$ cat src/rtl/evt_pkg.sv
// Shared types and constants for the event stream transmitter.
// Holds the FSM state encoding and the drop-counter width/saturating increment.
package evt_pkg;

  typedef enum logic [1:0] {
    ST_IDLE  = 2'd0,
    ST_SEND  = 2'd1,
    ST_FLUSH = 2'd2
  } evt_tx_state_e;

  localparam int unsigned DROP_CNT_W = 16;

  // Saturating increment: the counter sticks at all-ones instead of wrapping.
  function automatic logic [DROP_CNT_W-1:0] drop_cnt_inc(input logic [DROP_CNT_W-1:0] cnt);
    logic [DROP_CNT_W-1:0] res;
    if (cnt == {DROP_CNT_W{1'b1}}) begin
      res = cnt;
    end else begin
      res = cnt + {{(DROP_CNT_W-1){1'b0}}, 1'b1};
    end
    return res;
  endfunction

endpackage

$ cat src/rtl/evt_stream_tx_if.sv
// Valid/ready event stream carrying one payload of type T per beat.
// src drives evt/valid and samples ready; dst is the mirror image.
interface SNE_EVENT_STREAM #(
  parameter type T = logic
);
  T     evt;
  logic valid;
  logic ready;

  modport src (output evt, output valid, input ready);
  modport dst (input evt, input valid, output ready);
endinterface

$ cat src/rtl/evt_stream_tx_buf.sv
// Circular event buffer for evt_stream_tx: storage plus read/write pointers.
// Pointers carry one extra wrap bit so full and empty are distinguishable.
module evt_tx_buf #(
  parameter type         T     = logic,
  parameter int unsigned DEPTH = 8
) (
  input  logic                     clk_i,
  input  logic                     rst_i,
  input  logic                     clr_i,
  input  logic                     push_i,
  input  logic                     pop_i,
  input  T                         data_i,
  output T                         data_o,
  output logic                     full_o,
  output logic                     empty_o,
  output logic [$clog2(DEPTH):0]   count_o
);

  localparam int unsigned AW = $clog2(DEPTH);
  localparam logic [AW:0] PTR_ONE = {{AW{1'b0}}, 1'b1};

  T            mem_r [DEPTH];
  logic [AW:0] wr_ptr_r;
  logic [AW:0] rd_ptr_r;
  logic        push_ok_s;
  logic        pop_ok_s;

  // Qualify requests so the pointers can never overrun or underrun.
  always_comb begin
    push_ok_s = push_i & ~full_o & ~clr_i;
    pop_ok_s  = pop_i & ~empty_o & ~clr_i;
  end

  // Pointer update; a clear empties the buffer immediately.
  always_ff @(posedge clk_i or posedge rst_i) begin
    if (rst_i) begin
      wr_ptr_r <= '0;
      rd_ptr_r <= '0;
    end else if (clr_i) begin
      wr_ptr_r <= '0;
      rd_ptr_r <= '0;
    end else begin
      if (push_ok_s) begin
        wr_ptr_r <= wr_ptr_r + PTR_ONE;
      end
      if (pop_ok_s) begin
        rd_ptr_r <= rd_ptr_r + PTR_ONE;
      end
    end
  end

  // Storage write; contents need no reset since the pointers gate visibility.
  always_ff @(posedge clk_i) begin
    if (push_ok_s) begin
      mem_r[wr_ptr_r[AW-1:0]] <= data_i;
    end
  end

  assign data_o  = mem_r[rd_ptr_r[AW-1:0]];
  assign empty_o = (wr_ptr_r == rd_ptr_r);
  assign full_o  = (wr_ptr_r[AW] != rd_ptr_r[AW]) &&
                   (wr_ptr_r[AW-1:0] == rd_ptr_r[AW-1:0]);
  assign count_o = wr_ptr_r - rd_ptr_r;

endmodule

$ cat src/rtl/evt_stream_tx.sv
// Event stream transmitter: buffers pushed events and launches them as
// valid/ready beats through a registered output stage.
// Optional feature: define EVT_STREAM_TX_DROP_CNT_EN to add drop_cnt_o, a
// saturating 16-bit count of pushes dropped while full or while flushing.
module evt_stream_tx
  import evt_pkg::*;
#(
  parameter type         T     = logic,
  parameter int unsigned DEPTH = 8
) (
  input  logic                       clk_i,
  input  logic                       rst_i,
  input  logic                       enable_i,
  input  logic                       push_i,
  input  T                           evt_i,
  output logic                       full_o,
  input  logic                       flush_i,
  output logic [$clog2(DEPTH):0]     occupancy_o,
  output logic                       idle_o,
`ifdef EVT_STREAM_TX_DROP_CNT_EN
  output logic [DROP_CNT_W-1:0]      drop_cnt_o,
`endif
  SNE_EVENT_STREAM.src               evt_stream
);

  localparam int unsigned AW = $clog2(DEPTH);

  evt_tx_state_e state_r;
  logic          valid_r;
  T              evt_r;

  T              buf_data_s;
  logic          buf_full_s;
  logic          buf_empty_s;
  logic [AW:0]   buf_count_s;

  logic          hs_s;
  logic          slot_free_s;
  logic          accept_s;
  logic          launch_ok_s;
  logic          pop_s;
  logic          bypass_s;
  logic          buf_push_s;

  // Handshake and launch decisions. An event pushed into an empty buffer
  // while the output stage can load bypasses storage for 1-cycle latency.
  always_comb begin
    hs_s        = valid_r & evt_stream.ready;
    slot_free_s = ~valid_r | hs_s;
    accept_s    = push_i & ~buf_full_s & ~flush_i & (state_r != ST_FLUSH);
    launch_ok_s = enable_i & slot_free_s & ~flush_i & (state_r != ST_FLUSH);
    pop_s       = launch_ok_s & ~buf_empty_s;
    bypass_s    = launch_ok_s & buf_empty_s & accept_s;
    buf_push_s  = accept_s & ~bypass_s;
  end

  evt_tx_buf #(
    .T     (T),
    .DEPTH (DEPTH)
  ) u_buf (
    .clk_i   (clk_i),
    .rst_i   (rst_i),
    .clr_i   (flush_i),
    .push_i  (buf_push_s),
    .pop_i   (pop_s),
    .data_i  (evt_i),
    .data_o  (buf_data_s),
    .full_o  (buf_full_s),
    .empty_o (buf_empty_s),
    .count_o (buf_count_s)
  );

  // Control FSM and registered output stage; an in-flight beat is only
  // retired by its handshake (or by reset), never by flush.
  always_ff @(posedge clk_i or posedge rst_i) begin
    if (rst_i) begin
      state_r <= ST_IDLE;
      valid_r <= 1'b0;
      evt_r   <= '0;
    end else if (flush_i) begin
      state_r <= ST_FLUSH;
      if (hs_s) begin
        valid_r <= 1'b0;
      end
    end else begin
      case (state_r)
        ST_IDLE: begin
          if (pop_s) begin
            evt_r   <= buf_data_s;
            valid_r <= 1'b1;
            state_r <= ST_SEND;
          end else if (bypass_s) begin
            evt_r   <= evt_i;
            valid_r <= 1'b1;
            state_r <= ST_SEND;
          end
        end
        ST_SEND: begin
          if (pop_s) begin
            evt_r   <= buf_data_s;
            valid_r <= 1'b1;
          end else if (bypass_s) begin
            evt_r   <= evt_i;
            valid_r <= 1'b1;
          end else if (hs_s) begin
            valid_r <= 1'b0;
            if (buf_empty_s) begin
              state_r <= ST_IDLE;
            end
          end else if (!valid_r && buf_empty_s) begin
            state_r <= ST_IDLE;
          end
        end
        ST_FLUSH: begin
          if (!valid_r || hs_s) begin
            valid_r <= 1'b0;
            state_r <= ST_IDLE;
          end
        end
        default: begin
          valid_r <= 1'b0;
          state_r <= ST_IDLE;
        end
      endcase
    end
  end

`ifdef EVT_STREAM_TX_DROP_CNT_EN
  logic [DROP_CNT_W-1:0] drop_cnt_r;

  // Count pushes that were not accepted (buffer full, flush request, FLUSH state).
  always_ff @(posedge clk_i or posedge rst_i) begin
    if (rst_i) begin
      drop_cnt_r <= '0;
    end else if (push_i && !accept_s) begin
      drop_cnt_r <= drop_cnt_inc(drop_cnt_r);
    end
  end

  assign drop_cnt_o = drop_cnt_r;
`endif

  assign evt_stream.evt   = evt_r;
  assign evt_stream.valid = valid_r;
  assign full_o           = buf_full_s;
  assign occupancy_o      = buf_count_s;
  assign idle_o           = buf_empty_s & ~valid_r & (state_r == ST_IDLE);

endmodule

$ cat src/flat_wrapper.sv
// flat-port wrapper written by rule: the top's interface ports become plain ports
module evt_stream_tx_flat import evt_pkg::*;
#(
  parameter type         T     = logic,
  parameter int unsigned DEPTH = 8
)
  (clk_i, rst_i, enable_i, push_i, evt_i, full_o, flush_i, occupancy_o, idle_o, evt_stream_evt, evt_stream_valid, evt_stream_ready);
  SNE_EVENT_STREAM #(.T(T)) evt_stream_i ();
  input  logic clk_i;
  input  logic rst_i;
  input  logic enable_i;
  input  logic push_i;
  input  T evt_i;
  output logic full_o;
  input  logic flush_i;
  output logic [$clog2(DEPTH):0] occupancy_o;
  output logic idle_o;
  output wire logic [$bits(evt_stream_i.evt)-1:0] evt_stream_evt;
  output wire logic [$bits(evt_stream_i.valid)-1:0] evt_stream_valid;
  input wire logic [$bits(evt_stream_i.ready)-1:0] evt_stream_ready;
  assign evt_stream_evt = evt_stream_i.evt;
  assign evt_stream_valid = evt_stream_i.valid;
  assign evt_stream_i.ready = evt_stream_ready;
  evt_stream_tx #(.T(T), .DEPTH(DEPTH)) u_core (.clk_i(clk_i), .rst_i(rst_i), .enable_i(enable_i), .push_i(push_i), .evt_i(evt_i), .full_o(full_o), .flush_i(flush_i), .occupancy_o(occupancy_o), .idle_o(idle_o), .evt_stream(evt_stream_i));
endmodule
$ cat config.mk
export PLATFORM = sky130hd
export DESIGN_NAME = evt_stream_tx_flat
export DESIGN_NICKNAME = d
export VERILOG_FILES = /design/src/rtl/evt_pkg.sv /design/src/rtl/evt_stream_tx_if.sv /design/src/rtl/evt_stream_tx_buf.sv /design/src/rtl/evt_stream_tx.sv /design/src/flat_wrapper.sv
export SDC_FILE = /design/constraint.sdc
export NUM_CORES = 1
export LEC_CHECK = 0
export CORE_ASPECT_RATIO = 1.1
export CORE_MARGIN = 1.5
export CORE_UTILIZATION = 31
export CTS_BUF_LIST = sky130_fd_sc_hd__clkbuf_4 sky130_fd_sc_hd__clkbuf_8 sky130_fd_sc_hd__clkbuf_16
export DETAILED_ROUTE_END_ITERATION = 10
export GPL_TIMING_DRIVEN = 0
export PLACE_DENSITY = 0.49
export SKIP_LAST_GASP = 1
export SLEW_MARGIN = 20
export SYNTH_ARGS = -nofsm -noshare
export SYNTH_HDL_FRONTEND = slang
export SYNTH_HIERARCHICAL = 1
export SYNTH_SLANG_ARGS = --single-unit
$ cat constraint.sdc
create_clock -name clk_i -period 5.3 [get_ports clk_i]
set_input_delay 1.06 -clock clk_i [delete_from_list [all_inputs] [get_ports clk_i]]
set_output_delay 1.06 -clock clk_i [all_outputs]
set_load 0.05 [all_outputs]
Yosys cells after proc, flatten, opt, wreduce, memory -nomap -nowiden
Memory sizes are Yosys's and may differ from the RTL's.
Index checks and enable logic that the tools add are counted.
{ "word_totals": {"mem_bits_rw": 8, "input_bits": 7, "out_inout_bits": 8, "regBits": 12, "mem_count": 1, "word_cells": 82} }
{ "classes": {"addsub": 3, "bitwise": 23, "n_eq_ne": 12, "mux": 26, "n_reduce_logical": 12} }
{ "memory_table": {"columns": ["memory", "words", "width", "rd", "rd_clocked_by_memory_dff", "write_ports", "line", "text"], "rows": [
  ["u_core.u_buf.mem_r", 8, 1, 1, 0, 1, "evt_stream_tx_buf.sv:22", "T mem_r [DEPTH];"]
]} }
{ "op_table": {"columns": ["cell", "n"], "rows": [
  ["$mux 2", 9],
  ["$and 1x1->1", 17],
  ["$mux 4", 4],
  ["$mux 1", 11],
  ["$add 4x1->4 const B", 2],
  ["$ne 4x3->1 const B", 2],
  ["$ne 3x3->1 const B", 2],
  ["$pmux 2 s3", 1],
  ["$reduce_and 6->1", 1],
  ["$reduce_bool 2->1", 3],
  ["$not 1->1", 5],
  ["$eq 4x4->1", 1],
  ["$ne 4x2->1 const B", 1],
  ["$sub 4x4->4", 1],
  ["$eq 3x3->1", 1],
  ["$ne 3x2->1 const B", 1],
  ["$pmux 1 s3", 1],
  ["$reduce_and 3->1", 1],
  ["$eq 2x1->1 const B", 1],
  ["$eq 2x2->1 const B", 1],
  ["$logic_and 1x1->1", 2],
  ["$logic_not 2->1", 1],
  ["$ne 2x2->1 const B", 1],
  ["$reduce_and 2->1", 1],
  ["other kinds (5)", 5]
]} }

Logic depth before layout (Yosys ltp)
Gate-level depths: netlist of the first run.
{ "logic_depth": {"depth_word": 13, "mapped_depth": 10} }

Cells and area by module
Netlist of the first run, hierarchy kept.
{ "modules_own_cells": {"columns": ["mod", "cells_each", "instances", "seq_area_each_um2", "area_each_um2"], "rows": [
  ["evt_tx_buf", 83, 1, 440.4, 913.4],
  ["evt_stream_tx", 28, 1, 100.1, 271.5]
]} }

Least setup slack after synthesis of the first run
Ideal clock, no wire load.
{ "synth_timing": {"path_type": "reg2out", "startpoint": "reg u_core.u_buf.wr_ptr_r[0]", "endpoint": "out idle_o", "slack_ns": 1.453, "t_arrival_ns": 2.787, "n_path_buf": 0, "stages_incl_launch_ff": 7, "cell_sequence": "dfrtp_1 inv_1 ha_1 nand3_1 nor2_1 inv_1 nor4_1"} }
{ "synth_between": {"elab_chain_len": 3} }
{ "synth_lines": {"columns": ["element", "line", "text"], "rows": [
  ["from (decl)", "evt_stream_tx_buf.sv:23", "logic [AW:0] wr_ptr_r;"],
  ["from (signal assigned)", "evt_stream_tx_buf.sv:44", "wr_ptr_r <= wr_ptr_r + PTR_ONE;"],
  ["$eq 4x4->1", "evt_stream_tx_buf.sv:60", "assign empty_o = (wr_ptr_r == rd_ptr_r);"],
  ["net u_core.buf_empty_s", "evt_stream_tx.sv:34", "logic buf_empty_s;"],
  ["$and 1x1->1 (2 in series)", "evt_stream_tx.sv:147", "assign idle_o = buf_empty_s & ~valid_r & (state_r == ST_IDLE);"],
  ["to (decl)", "flat_wrapper.sv:17", "output logic idle_o;"]
]} }
The timed path passes the listed nets, and every way through them passes these cells.

Worst setup path after layout of the first run
Same ends and word-level chain as after synthesis.

==> impl_metrics.tcl, run 1 <==
set metrics [dict create \
    gp_congestion 0.719 \
    cts.sinks 20 \
    crit_top_cell "inv_1" \
    ys_ff_latch 20 \
    end_kind "output pin" \
    slowest_stage "clkdlybuf4s50_1" \
    core_area_um2 3650 \
    tightestPinTransition_ns 0.683 \
    synth_seq_area_share 0.456 \
    vias 838 \
    yosys_warnings 6 \
    clk_path_buf_depth 2 \
    boundaryPins 15 \
    syn-cell-area_um2 1180 \
    grt_pass1_wl_um 4100 \
    die_w_um 61.9 \
    outcome "finished, final reports clean" \
    final_common_cell "nor2_1" \
    clk_pin_slew_ns 0.08 \
    p_leak_nw 0.613 \
    p_total_mw 0.374 \
    drcViolationCount 0 \
    placed_cell_area_um2 1390 \
    drv_slew 0 \
    avgRoutedWirePerCell_um 13.5 \
    diodes 0 \
    gr-total-overflow 0 \
    first_global_vias 853 \
    avgViaCountPerCell 4.68 \
    final_core_util 0.399 \
    ys_top_cells_by_area "dfrtp_1, edfxtp_1, nor2_1" \
    num_rows 23 \
    cts_root_buf "clkbuf_8" \
    dr.pass1.iters 3 \
    postRouteAntennaNets 0 \
    cts_resized 0 \
    critPathMaxFanout 7 \
    synthDistinctLibCells 34 \
    start_util 0.324 \
    dp_hpwl_um 1860 \
    holdWs_ns 0.486 \
    finClkSkew_ns 0.00857 \
    critical-path-max-stage-delay_ns 0.84 \
    ctsHoldBuffers 0 \
    startpoint_type "flip-flop" \
    drv_cap 0 \
    yosysTopAreaCellShare 0.253 \
    setup_viol 0 \
    rsz0062_at_grt "false" \
    die_y_um 67.8 \
    cts_buffers 3 \
    synth_area_leader_cell "dfrtp_1" \
    final_cell_mix "nor2_1, clkdlybuf4s50_1, dfrtp_1" \
    grt_max_degree 13 \
    track_usage 0.139 \
    fin_crit_ns 4.00 \
    syn_avg_cell_area_um2 10.7 \
    nNetsFinal 143 \
    port_buffers 14 \
    die-area_um2 4200 \
    setup_ws_ns 1.30 \
    fin_setup_tns_ns 0 \
    nFillCells 375 \
    dpl_worst_slack_ns 1.59 \
    fmax_mhz 250 \
    htree_levels 1 \
    clock_latency_ns 0.26 \
    antenna_found_initial 0 \
    cp.arrival_ns 2.94 \
    area_growth_pct 23.1 \
    min_period_over_period 0.755 \
    synthCells 111 \
    synthesis.nets 124 \
    final_hold_viol_count 0 \
    ir_drop_v 0.000110 \
    wl_um 2430 \
    post_cts_buffers 0 \
    finalInstanceArea_um2 1460 \
    power.density_nw_per_um2 256 \
    worst-setup-path-type "reg2out" \
    cp.required_ns 4.24 \
    dp_cells 175 \
    drt_iter0_drc 49 \
    hold_class "reg2reg" \
    cts_tree "yes" \
    slew-limit-headroom 0.543 \
    drive_above_1_share 0.116 \
    path_cells "inv_1 -> ha_1 -> nand3_1 -> nor2_1 -> inv_1 -> nor4_1 -> clkdlybuf4s50_1" \
    instances_no_fill 179 \
]
## cell families after synthesis
kind of cell,count (synthesis),synth area share
buffers and inverters,11,0.0359
AOI/OAI and AO/OA,17,0.0929
muxes,5,0.0634
adders and majority gates,6,0.0697
and+or+nand+nor,42,0.202
DFF,20,0.456
xor gates and xnor gates,10,0.0803
## critical path: cells and delay by family, from the launching register on
kind,cells,cell delay (ns)
DFF,1,0.47
adders and majority gates,1,0.34
buffers and inverters,3,1.12
and+or+nand+nor,3,0.75
## path summary, 6_finish.rpt
kind                                               start                  endpoint  slack [ns]  cells after the start
worst max-delay path            u_core/u_buf/wr_ptr_r[0]                    idle_o        1.30                      7
worst min-delay path                   u_core/state_r[1]         u_core/state_r[0]        0.49                      1
worst max register to register  u_core/u_buf/wr_ptr_r[0]     u_core/u_buf/mem_r[6]        2.04                      9
worst min register to register         u_core/state_r[1]         u_core/state_r[0]        0.49                      1
max in group asynchronous                          rst_i  u_core/u_buf/rd_ptr_r[1]        3.95                      2
min in group asynchronous                          rst_i         u_core/state_r[1]        1.00                      2
## power breakdown
group	internal (mW)	total, mW	switching [mW]
clock	0.101	0.153	0.0523
sequential	0.165	0.168	0.00368
combinational	0.0193	0.0521	0.0329
## cell usage after synthesis
| cell type | instances |
|---|---|
| nand3_1 | 1 |
| or3_4 | 1 |
| edfxtp_1 | 8 |
| a21oi_1 | 7 |
| dfrtp_1 | 12 |
| nor2_1 | 17 |
| inv_1 | 10 |
| ha_1 | 5 |
| nand2b_1 | 2 |
| a31oi_1 | 1 |
| o21bai_1 | 1 |
| a21o_1 | 2 |
| and3_1 | 1 |
| xnor2_1 | 6 |
| nor4b_4 | 1 |
| a2111oi_1 | 1 |
| or3b_4 | 1 |
| fa_1 | 1 |
| buf_2 | 1 |
| nand4_1 | 2 |
| xor2_1 | 3 |
| nor4_1 | 1 |
| o211ai_1 | 2 |
| o21ai_0 | 1 |
| mux4_2 | 2 |
| nand2_1 | 10 |
| a21boi_0 | 1 |
| xnor2_2 | 1 |
| mux2i_1 | 3 |
| and2_1 | 1 |
| nor2b_4 | 2 |
| nor3_2 | 1 |
| nor3_1 | 1 |
| o21ai_2 | 1 |
## cell type report
| cell class | count | area [µm²] | share of cell area |
|---|---|---|---|
| repair buffers | 14 | 140 | 0.0961 |
| inverters | 10 | 37.5 | 0.0257 |
| plain buffers | 1 | 5.00 | 0.00343 |
| clock inverters | 1 | 30.0 | 0.0206 |
| clock buffers | 3 | 41.3 | 0.0283 |
| multi-input cells | 80 | 602 | 0.413 |
| flip-flops and latches | 20 | 541 | 0.370 |
| well taps | 50 | 62.6 | 0.0429 |
## per-layer routing
| layer | part of all wire | wire length [µm] | vias up | track usage |
|---|---|---|---|---|
| li1 | - | - | 422 | - |
| met1 | 0.46 | 1110 | 396 | 0.173 |
| met2 | 0.49 | 1190 | 16 | 0.229 |
| met3 | 0.034 | 83 | 4 | 0.0227 |
| met4 | 0.016 | 39 | 0 | 0.0718 |
| met5 | 0 | 0 | - | 0 |
## state kept, by name, indices dropped and copies added (netlist names)
signal / flops
u_core/evt_stream.valid: 1
u_core/u_buf/wr_ptr_r: 4
u_core/u_buf/rd_ptr_r: 4
u_core/state_r: 2
u_core/u_buf/mem_r: 8
u_core/evt_stream.evt: 1
Note: power is estimated with default switching activity, not from simulation.
==> run 2, diff against run 1 <==
- clock period: 5.3 -> 4 ns (I/O delays scaled with it)
==> results of run 2 <==
The final DEF is identical to that of run 1. Status: finished, final reports clean.
Main changes from that run: setup slack after placement 1.59 ns -> 0.552 ns; setup slack after layout 1.30 ns -> 0.259 ns; register-to-register setup slack 2.04 ns -> 0.74 ns; total power 0.374 mW -> 0.495 mW; worst IR drop on VDD 0.000110 V -> 0.000146 V
